### src/rtl/lmem_arbiter.sv
// Layer-memory port arbiter: round-robin grant with burst lock, registered memory side, routed read return.
// Optional LMEM_ARB_FIXED_PRIO_EN: lowest-index priority, no round-robin pointer, no MAX_BURST pre-emption.
module lmem_arbiter #(
  parameter int unsigned NREQ      = 3,
  parameter int unsigned AW        = 12,
  parameter int unsigned DW        = 20,
  parameter int unsigned MAX_BURST = 16
) (
  input  logic                 clk,
  input  logic                 reset,
  input  logic [NREQ-1:0]      req,
  input  logic [NREQ-1:0]      lock,
  input  logic [NREQ-1:0]      wr,
  input  logic [3*NREQ-1:0]    sel,
  input  logic [AW*NREQ-1:0]   addr,
  input  logic [DW*NREQ-1:0]   wdata,
  output logic [NREQ-1:0]      gnt,
  output logic [NREQ-1:0]      rvalid,
  output logic [DW-1:0]        rdata,
  output logic                 cwr,
  output logic                 crd,
  output logic [2:0]           csel,
  output logic [AW-1:0]        caddr_wr,
  output logic [AW-1:0]        caddr_rd,
  output logic [DW-1:0]        cdata_wr,
  input  logic [DW-1:0]        cdata_rd
);

  localparam int unsigned IW = (NREQ > 1) ? $clog2(NREQ) : 1;

  typedef enum logic {ST_IDLE, ST_OWN} state_t;

  state_t          r_state;
  logic [IW-1:0]   r_own;
  logic [IW-1:0]   r_rd_id;
`ifndef LMEM_ARB_FIXED_PRIO_EN
  logic [IW-1:0]   r_rr;
  int unsigned     w_dist;
  int unsigned     w_best;
`endif
  logic [NREQ-1:0] r_gnt;
  logic [NREQ-1:0] r_rvalid;
  logic [7:0]      r_burst;
  logic            r_cwr;
  logic            r_crd;
  logic [2:0]      r_csel;
  logic [AW-1:0]   r_caddr_wr;
  logic [AW-1:0]   r_caddr_rd;
  logic [DW-1:0]   r_cdata_wr;
  logic [DW-1:0]   r_rdata;

  logic            w_req_k, w_lock_k, w_wr_k, w_other;
  logic [2:0]      w_sel_k;
  logic [AW-1:0]   w_addr_k;
  logic [DW-1:0]   w_wdata_k;
  logic [NREQ-1:0] w_rd_oh;
  logic            w_pick_vld;
  logic [IW-1:0]   w_pick;
  logic [NREQ-1:0] w_pick_oh;
  logic            w_acc;
  logic [7:0]      w_burst_nx;
  logic            w_release;

  always_comb begin
    w_req_k   = 1'b0;
    w_lock_k  = 1'b0;
    w_wr_k    = 1'b0;
    w_other   = 1'b0;
    w_sel_k   = '0;
    w_addr_k  = '0;
    w_wdata_k = '0;
    w_rd_oh   = '0;
    for (int unsigned j = 0; j < NREQ; j++) begin
      if (r_own == IW'(j)) begin
        w_req_k   = req[j];
        w_lock_k  = lock[j];
        w_wr_k    = wr[j];
        w_sel_k   = sel[3*j +: 3];
        w_addr_k  = addr[AW*j +: AW];
        w_wdata_k = wdata[DW*j +: DW];
      end else begin
        w_other = w_other | req[j];
      end
      w_rd_oh[j] = (r_rd_id == IW'(j));
    end
  end

  always_comb begin
    w_pick_vld = 1'b0;
    w_pick     = '0;
    w_pick_oh  = '0;
`ifdef LMEM_ARB_FIXED_PRIO_EN
    for (int unsigned j = 0; j < NREQ; j++) begin
      if (req[j] && !w_pick_vld) begin
        w_pick_vld = 1'b1;
        w_pick     = IW'(j);
      end
    end
`else
    w_dist = 0;
    w_best = 0;
    // Distance from rr+1 (mod NREQ); the nearest requesting index wins.
    for (int unsigned j = 0; j < NREQ; j++) begin
      w_dist = (j + NREQ - 1 - 32'(r_rr)) % NREQ;
      if (req[j] && (!w_pick_vld || w_dist < w_best)) begin
        w_pick_vld = 1'b1;
        w_best     = w_dist;
        w_pick     = IW'(j);
      end
    end
`endif
    for (int unsigned j = 0; j < NREQ; j++)
      w_pick_oh[j] = (w_pick == IW'(j));
  end

  assign w_acc      = (r_state == ST_OWN) && w_req_k;
  assign w_burst_nx = (w_acc && r_burst != 8'(MAX_BURST)) ? r_burst + 8'd1 : r_burst;

`ifdef LMEM_ARB_FIXED_PRIO_EN
  assign w_release = !w_req_k && !w_lock_k;
`else
  // Pre-emption uses the post-accept count so the owner gets exactly MAX_BURST accesses.
  assign w_release = (!w_req_k && !w_lock_k) ||
                     (!w_lock_k && w_other && w_burst_nx == 8'(MAX_BURST));
`endif

  always_ff @(posedge clk or negedge reset) begin
    if (!reset) begin
      r_state    <= ST_IDLE;
      r_own      <= '0;
      r_rd_id    <= '0;
`ifndef LMEM_ARB_FIXED_PRIO_EN
      r_rr       <= IW'(NREQ - 1);
`endif
      r_gnt      <= '0;
      r_rvalid   <= '0;
      r_burst    <= '0;
      r_cwr      <= 1'b0;
      r_crd      <= 1'b0;
      r_csel     <= '0;
      r_caddr_wr <= '0;
      r_caddr_rd <= '0;
      r_cdata_wr <= '0;
      r_rdata    <= '0;
    end else begin
      r_cwr    <= 1'b0;
      r_crd    <= 1'b0;
      r_rvalid <= '0;
      if (r_crd) begin
        r_rdata  <= cdata_rd;
        r_rvalid <= w_rd_oh;
      end
      if (w_acc) begin
        r_csel <= w_sel_k;
        if (w_wr_k) begin
          r_cwr      <= 1'b1;
          r_caddr_wr <= w_addr_k;
          r_cdata_wr <= w_wdata_k;
        end else begin
          r_crd      <= 1'b1;
          r_caddr_rd <= w_addr_k;
          r_rd_id    <= r_own;
        end
      end
      case (r_state)
        ST_IDLE: begin
          if (w_pick_vld) begin
            r_state <= ST_OWN;
            r_own   <= w_pick;
            r_gnt   <= w_pick_oh;
            r_burst <= '0;
          end
        end
        ST_OWN: begin
          r_burst <= w_burst_nx;
          if (w_release) begin
            r_state <= ST_IDLE;
            r_gnt   <= '0;
`ifndef LMEM_ARB_FIXED_PRIO_EN
            r_rr    <= r_own;
`endif
          end
        end
        default: r_state <= ST_IDLE;
      endcase
    end
  end

  assign gnt      = r_gnt;
  assign rvalid   = r_rvalid;
  assign rdata    = r_rdata;
  assign cwr      = r_cwr;
  assign crd      = r_crd;
  assign csel     = r_csel;
  assign caddr_wr = r_caddr_wr;
  assign caddr_rd = r_caddr_rd;
  assign cdata_wr = r_cdata_wr;

endmodule

### config.mk
export PLATFORM = sky130hd
export DESIGN_NAME = lmem_arbiter
export DESIGN_NICKNAME = d
export VERILOG_FILES = /design/src/rtl/lmem_arbiter.sv
export SDC_FILE = /design/constraint.sdc
export NUM_CORES = 1
export LEC_CHECK = 0
export CAP_MARGIN = 20
export CORE_ASPECT_RATIO = 1.25
export CORE_UTILIZATION = 41
export CTS_BUF_LIST = sky130_fd_sc_hd__clkbuf_16
export CTS_CLUSTER_DIAMETER = 120
export DETAILED_ROUTE_END_ITERATION = 8
export PLACE_DENSITY_LB_ADDON = 0.1
export SYNTH_ARGS = -nofsm -noshare
export SYNTH_HDL_FRONTEND = slang
export SYNTH_SLANG_ARGS = --single-unit
### constraint.sdc
create_clock -name clk -period 4.8 [get_ports clk]
set_input_delay 1.44 -clock clk [delete_from_list [all_inputs] [get_ports clk]]
set_output_delay 1.44 -clock clk [all_outputs]
set_load 0.05 [all_outputs]
# Word level (Yosys, flattened, before mapping)
# Index checks and enable logic that the tools add are counted.
dict set report word_totals {
  wordCells 101
  out_inout_bits 75
  reg_bits 90
  input_bits 136
}
dict set report op_classes {
  order_cmp 2
  muxes 42
  n_div 3
  n_eq_ne 10
  add_sub_neg 4
  n_bitwise 4
  reduce_logical 22
}
# cell n
set ops {}
lappend ops {{$mod 32x2->32 const B} 3}
lappend ops {{$lt 32x32->1} 2}
lappend ops {{$mux 32} 2}
lappend ops {{$mux 20} 3}
lappend ops {{$mux 12} 3}
lappend ops {{$mux 1} 22}
lappend ops {{$mux 3} 6}
lappend ops {{$mux 8} 2}
lappend ops {{$pmux 8 s2} 1}
lappend ops {{$reduce_and 2->1} 5}
lappend ops {{$add 8x1->8 const B} 1}
lappend ops {{$eq 8x5->1 const B} 1}
lappend ops {{$ne 8x5->1 const B} 1}
lappend ops {{$logic_and 1x1->1} 7}
lappend ops {{$eq 2x1->1 const B} 3}
lappend ops {{$eq 2x2->1 const B} 3}
lappend ops {{$logic_not 2->1} 3}
lappend ops {{$pmux 3 s2} 1}
lappend ops {{$sub 2x2->3 const A} 2}
lappend ops {{$logic_not 1->1} 4}
lappend ops {{$sub 3x2->4 const A} 1}
lappend ops {{$logic_or 1x1->1} 3}
lappend ops {{$mux 2} 1}
lappend ops {{$ne 2x1->1 const B} 1}
lappend ops {{4 further kinds} 6}

# Depth between registers and ports, before layout
dict set report depth {
  depth_word 14
  depth_mapped 20
  mapped_depth_nobuf 15
}

# Least setup slack after synthesis
# No wires, ideal clock.
dict set report synth_path {
  kind {register to register}
  from {reg r_rr[1]}
  to {reg r_gnt[0], in the netlist gnt[0]}
  setup_time_ns 0.138
  t_required_ns 4.662
  path_buffers 2
  synth_period_minus_slack_ns 4.682
  path_slack_ns 0.118
  stages_incl_launch_ff 18
  t_arrival_ns 4.544
  cell_sequence {dfstp_2 > ha_1 > clkbuf_1 > inv_1 > ha_1 > or4b_4 > buf_6 > a221o_1 > and2_1 > nor2_1 > o311ai_0 > ha_1 > o21ai_0 > a211oi_1 > and3_1 > o31a_1 > o31ai_2 > o221ai_1}
}
dict set report synth_via {
  elab_chain_cells 14
  word_cells_on_any_way 24
  cone_classes {3 x add/sub; 3 x div; 2 x order compare; 1 x eq/ne; 8 x mux; 7 x reduce/logical}
}
# item line_no
set synth_rtl {}
lappend synth_rtl {{start: declaration} 37} ;# logic [IW-1:0] r_rr;
lappend synth_rtl {{start signal: assignment} 133} ;# r_rr <= IW'(NREQ - 1);
lappend synth_rtl {{start signal: assignment} 180} ;# r_rr <= r_own;
lappend synth_rtl {{$sub 2x2->3} 104} ;# w_dist = (j + NREQ - 1 - 32'(r_rr)) % NREQ;
lappend synth_rtl {{$mod 32x2->32} 104}
lappend synth_rtl {{$mux 32} 105} ;# if (req[j] && (!w_pick_vld || w_dist < w_best)) begin
lappend synth_rtl {{$lt 32x32->1} 105}
lappend synth_rtl {{$logic_or 1x1->1} 105}
lappend synth_rtl {{$logic_and 1x1->1} 105}
lappend synth_rtl {{$mux 32 or $mux 1 (tied branches)} 105}
lappend synth_rtl {{$lt 32x32->1 or $logic_not 1->1 (tied branches)} 105}
lappend synth_rtl {{$logic_or 1x1->1} 105}
lappend synth_rtl {{$logic_and 1x1->1} 105}
lappend synth_rtl {{$mux 2} 105}
lappend synth_rtl {{$logic_not 2->1} 113} ;# w_pick_oh[j] = (w_pick == IW'(j));
lappend synth_rtl {{$mux 3} 167} ;# if (w_pick_vld) begin
lappend synth_rtl {{$pmux 3 s2} 165} ;# case (r_state)
lappend synth_rtl {{end signal: assignment} 170} ;# r_gnt <= w_pick_oh;
lappend synth_rtl {{end: declaration} 41} ;# logic [NREQ-1:0] r_gnt;
# Several ways; a longest one is shown, not always the timed one. The select of a mux whose other input is x is not followed.
# A chain may end at the register's enable or synchronous reset.

# Worst setup path in the final report
dict set report layout_path {
  from {in req[0]}
  to {reg r_gnt[2], in the netlist gnt[2]}
}
dict set report layout_via {
  elab_chain_cells 12
  word_cells_on_any_way 38
  cone_classes {2 x order compare; 4 x eq/ne; 16 x mux; 2 x bitwise; 14 x reduce/logical}
}
# item line_no
set layout_rtl {}
lappend layout_rtl {{start: declaration} 11} ;# input logic [NREQ-1:0] req,
lappend layout_rtl {{$mux 32 or $mux 1 (tied branches)} 105}
lappend layout_rtl {{$lt 32x32->1 or $logic_not 1->1 (tied branches)} 105}
lappend layout_rtl {{$logic_or 1x1->1} 105}
lappend layout_rtl {{$logic_and 1x1->1} 105}
lappend layout_rtl {{$mux 32 or $mux 1 (tied branches)} 105}
lappend layout_rtl {{$lt 32x32->1 or $logic_not 1->1 (tied branches)} 105}
lappend layout_rtl {{$logic_or 1x1->1} 105}
lappend layout_rtl {{$logic_and 1x1->1} 105}
lappend layout_rtl {{$mux 2} 105}
lappend layout_rtl {{$eq 2x2->1} 113}
lappend layout_rtl {{$mux 3} 167}
lappend layout_rtl {{$pmux 3 s2} 165}
# Several ways; a longest one is shown, not always the timed one. The select of a mux whose other input is x is not followed.

==> impl_metrics.toml <==
[timing]
grt_setup_unrepaired = "no"
finalSetupViolCount = 0
hold_viol = 0
setup_tns_ns = 0
min_period_over_period_pct = 91.31
skew_ns = 0.008673
min_period_ns = 4.383
drv_slew = 0
relSlewSlack_pct = 42.34
worst_pin_slew_ns = 0.8650
fmax_ghz = 0.2282

[status]
outcome = "finished clean"

[logic_synthesis]
synth_top_flop_cell = "dfrtp_1"
async_flop_share_pct = 100.0
ys_ff_latch = 90
synthTopCellsByArea = "dfrtp_1 (38%), ha_1 (9.6%), mux2i_1 (7.5%)"
avgSynthCellArea_um2 = 8.824
syn_nets = 846
seq_area_frac_synth_pct = 38.40
yosysTopAreaCell = "dfrtp_1"
ys_warn_count = 0
synthDistinctLibCells = 58
synth_top_area_share_pct = 37.95
synth.most_common_cell = "dfrtp_1"
synthCells = 665
synth_edf_count = 0
synth.cells.most_frequent = "dfrtp_1 (89), nor2_1 (80), nand2_1 (68), o21ai_0 (68), a21oi_1 (62)"
syn_area_um2 = 5868

[power]
leakage_nw = 3.599
ir_worst_vdd_mv = 0.4169
clkPwrFrac_pct = 11.7
p_int_mw = 3.170
seq_power_share_pct = 21.2
p_per_area_nw_per_um2 = 756.9
netSwitchingFraction_pct = 50.83
finalPower_mw = 6.446
p_comb_share_pct = 67.2
p_sw_mw = 3.276

[final_layout]
n_antenna_cell = 0
layout.nets = 1049
design_area_um2 = 8516
drive_gt1_share_pct = 8.257
areaGrowthSynthToFinish_pct = 45.12
post-route-util_pct = 61.38

[worst_setup_path]
crit_slowest_cell = "clkdlybuf4s50_1"
path_cells = "clkdlybuf4s50_1 > inv_1 > a221o_1 > and2_1 > nor2_1 > buf_4 > nand3_1 > ha_1 > nand4_1 > nor4_1 > o311ai_0 > o211ai_1 > o31ai_2 > and3b_1"
start_kind = "input port"
reg2reg_depth = 16
worst_setup_path_end_kind = "flop"
reg2reg_slack_ns = 0.43
cp.arrival_ns = 4.61
path_class = "in -> reg"
rr_startpoint = "r_rr[1]"
max_stage_delay_ns = 0.51
cp_data_required_time_ns = 5.03
r2r-end = "gnt[2]"
cp-endpoint = "gnt[2]"
cp-startpoint = "req[0]"
cp_max_fo = 8

[grt]
grt_pass1_vias = 5826
antenna_found_initial = 0
grt_start_max_net_pins = 71
grt_use_total_pct = 25.77
grt_pass1_wl_um = 28900
grt_overflow = 0

[clock_network]
post_cts_buffers = 0
cts_resized = 0
clock_latency_ns = 0.33
cts_tree = "done"
cts_buffers = 9
htree_levels = 3
cts-root-buf = "clkbuf_16"
clock-sinks = 90
hold_buffers = 0
clk_path_buf_depth = 2
clkTransAtPathRegs_ns = 0.07

[detailed_routing]
wl_per_cell_um = 17.55
drc_errors = 0
vias_per_cell = 5.400
antenna_left = 0
finalWirelength_um = 18370
first_iter_violations = 278
vias = 5654
dr.pass1.iters = 4

[floorplanning]
coreArea_um2 = 13870
die_area_um2 = 14800
num_io_pins = 211
die_w_um = 109.0
start_util_pct = 42.30
rows = 48
die_h_um = 135.8

[placement]
hpwl_um = 14680
placed_area_um2 = 8200
numPortBuffers = 210
place.gp.congestion = 0.9380

[worst_hold_path]
worstHoldPathType = "reg -> reg"

[run]
maxCapViolCount = 0
[kinds of logic after synthesis]
family	after synthesis	share of synthesized area, %
flops	90	38.40
buf+inv	60	4.179
simple gates	219	17.19
fa+ha+maj	45	9.595
mux	67	11.92
compound gates	176	17.53
xor+xnor	8	1.194
[worst max-delay path: cells and delay by family]
| kind | cells | cell delay [ns] |
|---|---|---|
| AOI/OAI and AO/OA | 4 | 0.89 |
| buffers and inverters | 3 | 0.76 |
| adders and majority gates | 1 | 0.32 |
| and+or+nand+nor | 6 | 1.21 |
[routing by layer]
metal,global-route usage [%],part of all wire (%),routed length (um),vias up
li1,-,-,-,2771
met1,28.60,38,7017,2688
met2,45.46,53,9761,160
met3,5.820,5.1,944,35
met4,13.06,3.5,649,0
met5,0,0,0,-
[sequential cells by signal, summed over array words and instances, names as in the netlist]
signal / count
gnt: 3
rvalid: 3
r_rr: 2
r_state: 1
caddr_rd: 12
cwr: 1
r_rd_id: 2
cdata_wr: 20
csel: 3
r_own: 2
rdata: 20
crd: 1
r_burst: 8
caddr_wr: 12
[area by class of cell]
class / count / area, um^2
Clock buffer: 9 / 225.2
Fill cell: 1220 / 5358
Multi-Input combinational cell: 515 / 3379
Inverter: 18 / 67.56
Timing Repair Buffer: 234 / 2280
Sequential cell: 90 / 2255
Tap cell: 175 / 219.0
Clock inverter: 6 / 90.09
[power groups by stage]
stage	Combinational [mW]	Clock [mW]	Sequential [mW]
final	4.33	0.752	1.37
after global routing	4.69	0.797	1.41
after CTS	4.35	0.769	1.37
after detailed placement	4.34	0	1.37
after global placement	4.27	0	1.36
after floorplan	1.99	0	2.29
[per-stage QoR]
step	instances	setup slack [ns]	hold slack [ns]
floorplan	665	0.1181	0.4325
global placement	1032	0.1579	0.4487
detailed placement	1032	0.1140	0.4641
CTS	1047	0.4552	0.4743
global route	1047	0.1433	0.5007
finish	1047	0.4173	0.4780
[worst min-delay path by stage]
stage                     slack (ns)    startpoint            to  cells past startpoint
final                           0.48   caddr_wr[8]   caddr_wr[8]                      2
after global routing            0.50  cdata_wr[12]  cdata_wr[12]                      2
after CTS                       0.47    r_rd_id[1]     rvalid[1]                      1
after detailed placement        0.46    r_rd_id[1]     rvalid[1]                      1
after global placement          0.45    r_rd_id[1]     rvalid[1]                      1
after floorplan                 0.43    r_rd_id[1]     rvalid[1]                      1
[cells in the final DEF, fill, tap and decap left out, types with 3 or more instances in the layout]
cell type | synthesis | final
and2_1 | 7 | 7
o211ai_1 | 5 | 5
clkbuf_16 | 0 | 9
a31oi_1 | 3 | 3
nand2b_1 | 3 | 3
a21oi_1 | 62 | 62
nand4b_1 | 3 | 3
o21a_1 | 4 | 4
nor4_1 | 4 | 4
a211oi_1 | 3 | 3
clkdlybuf4s50_1 | 0 | 209
and3b_1 | 3 | 3
mux2_2 | 23 | 23
ha_1 | 45 | 45
o21ai_0 | 68 | 68
mux2i_1 | 44 | 44
nand4_1 | 7 | 7
nand2_1 | 68 | 68
nor2b_1 | 8 | 7
dfrtp_1 | 89 | 88
nor3_1 | 7 | 7
and3_1 | 3 | 3
buf_4 | 0 | 25
nand3_1 | 14 | 13
nor2_1 | 80 | 79
inv_1 | 18 | 18
o31ai_1 | 3 | 3
xnor2_1 | 6 | 6
a22o_1 | 3 | 3
nand3b_1 | 3 | 3
Note: power is estimated with default switching activity, not from simulation.
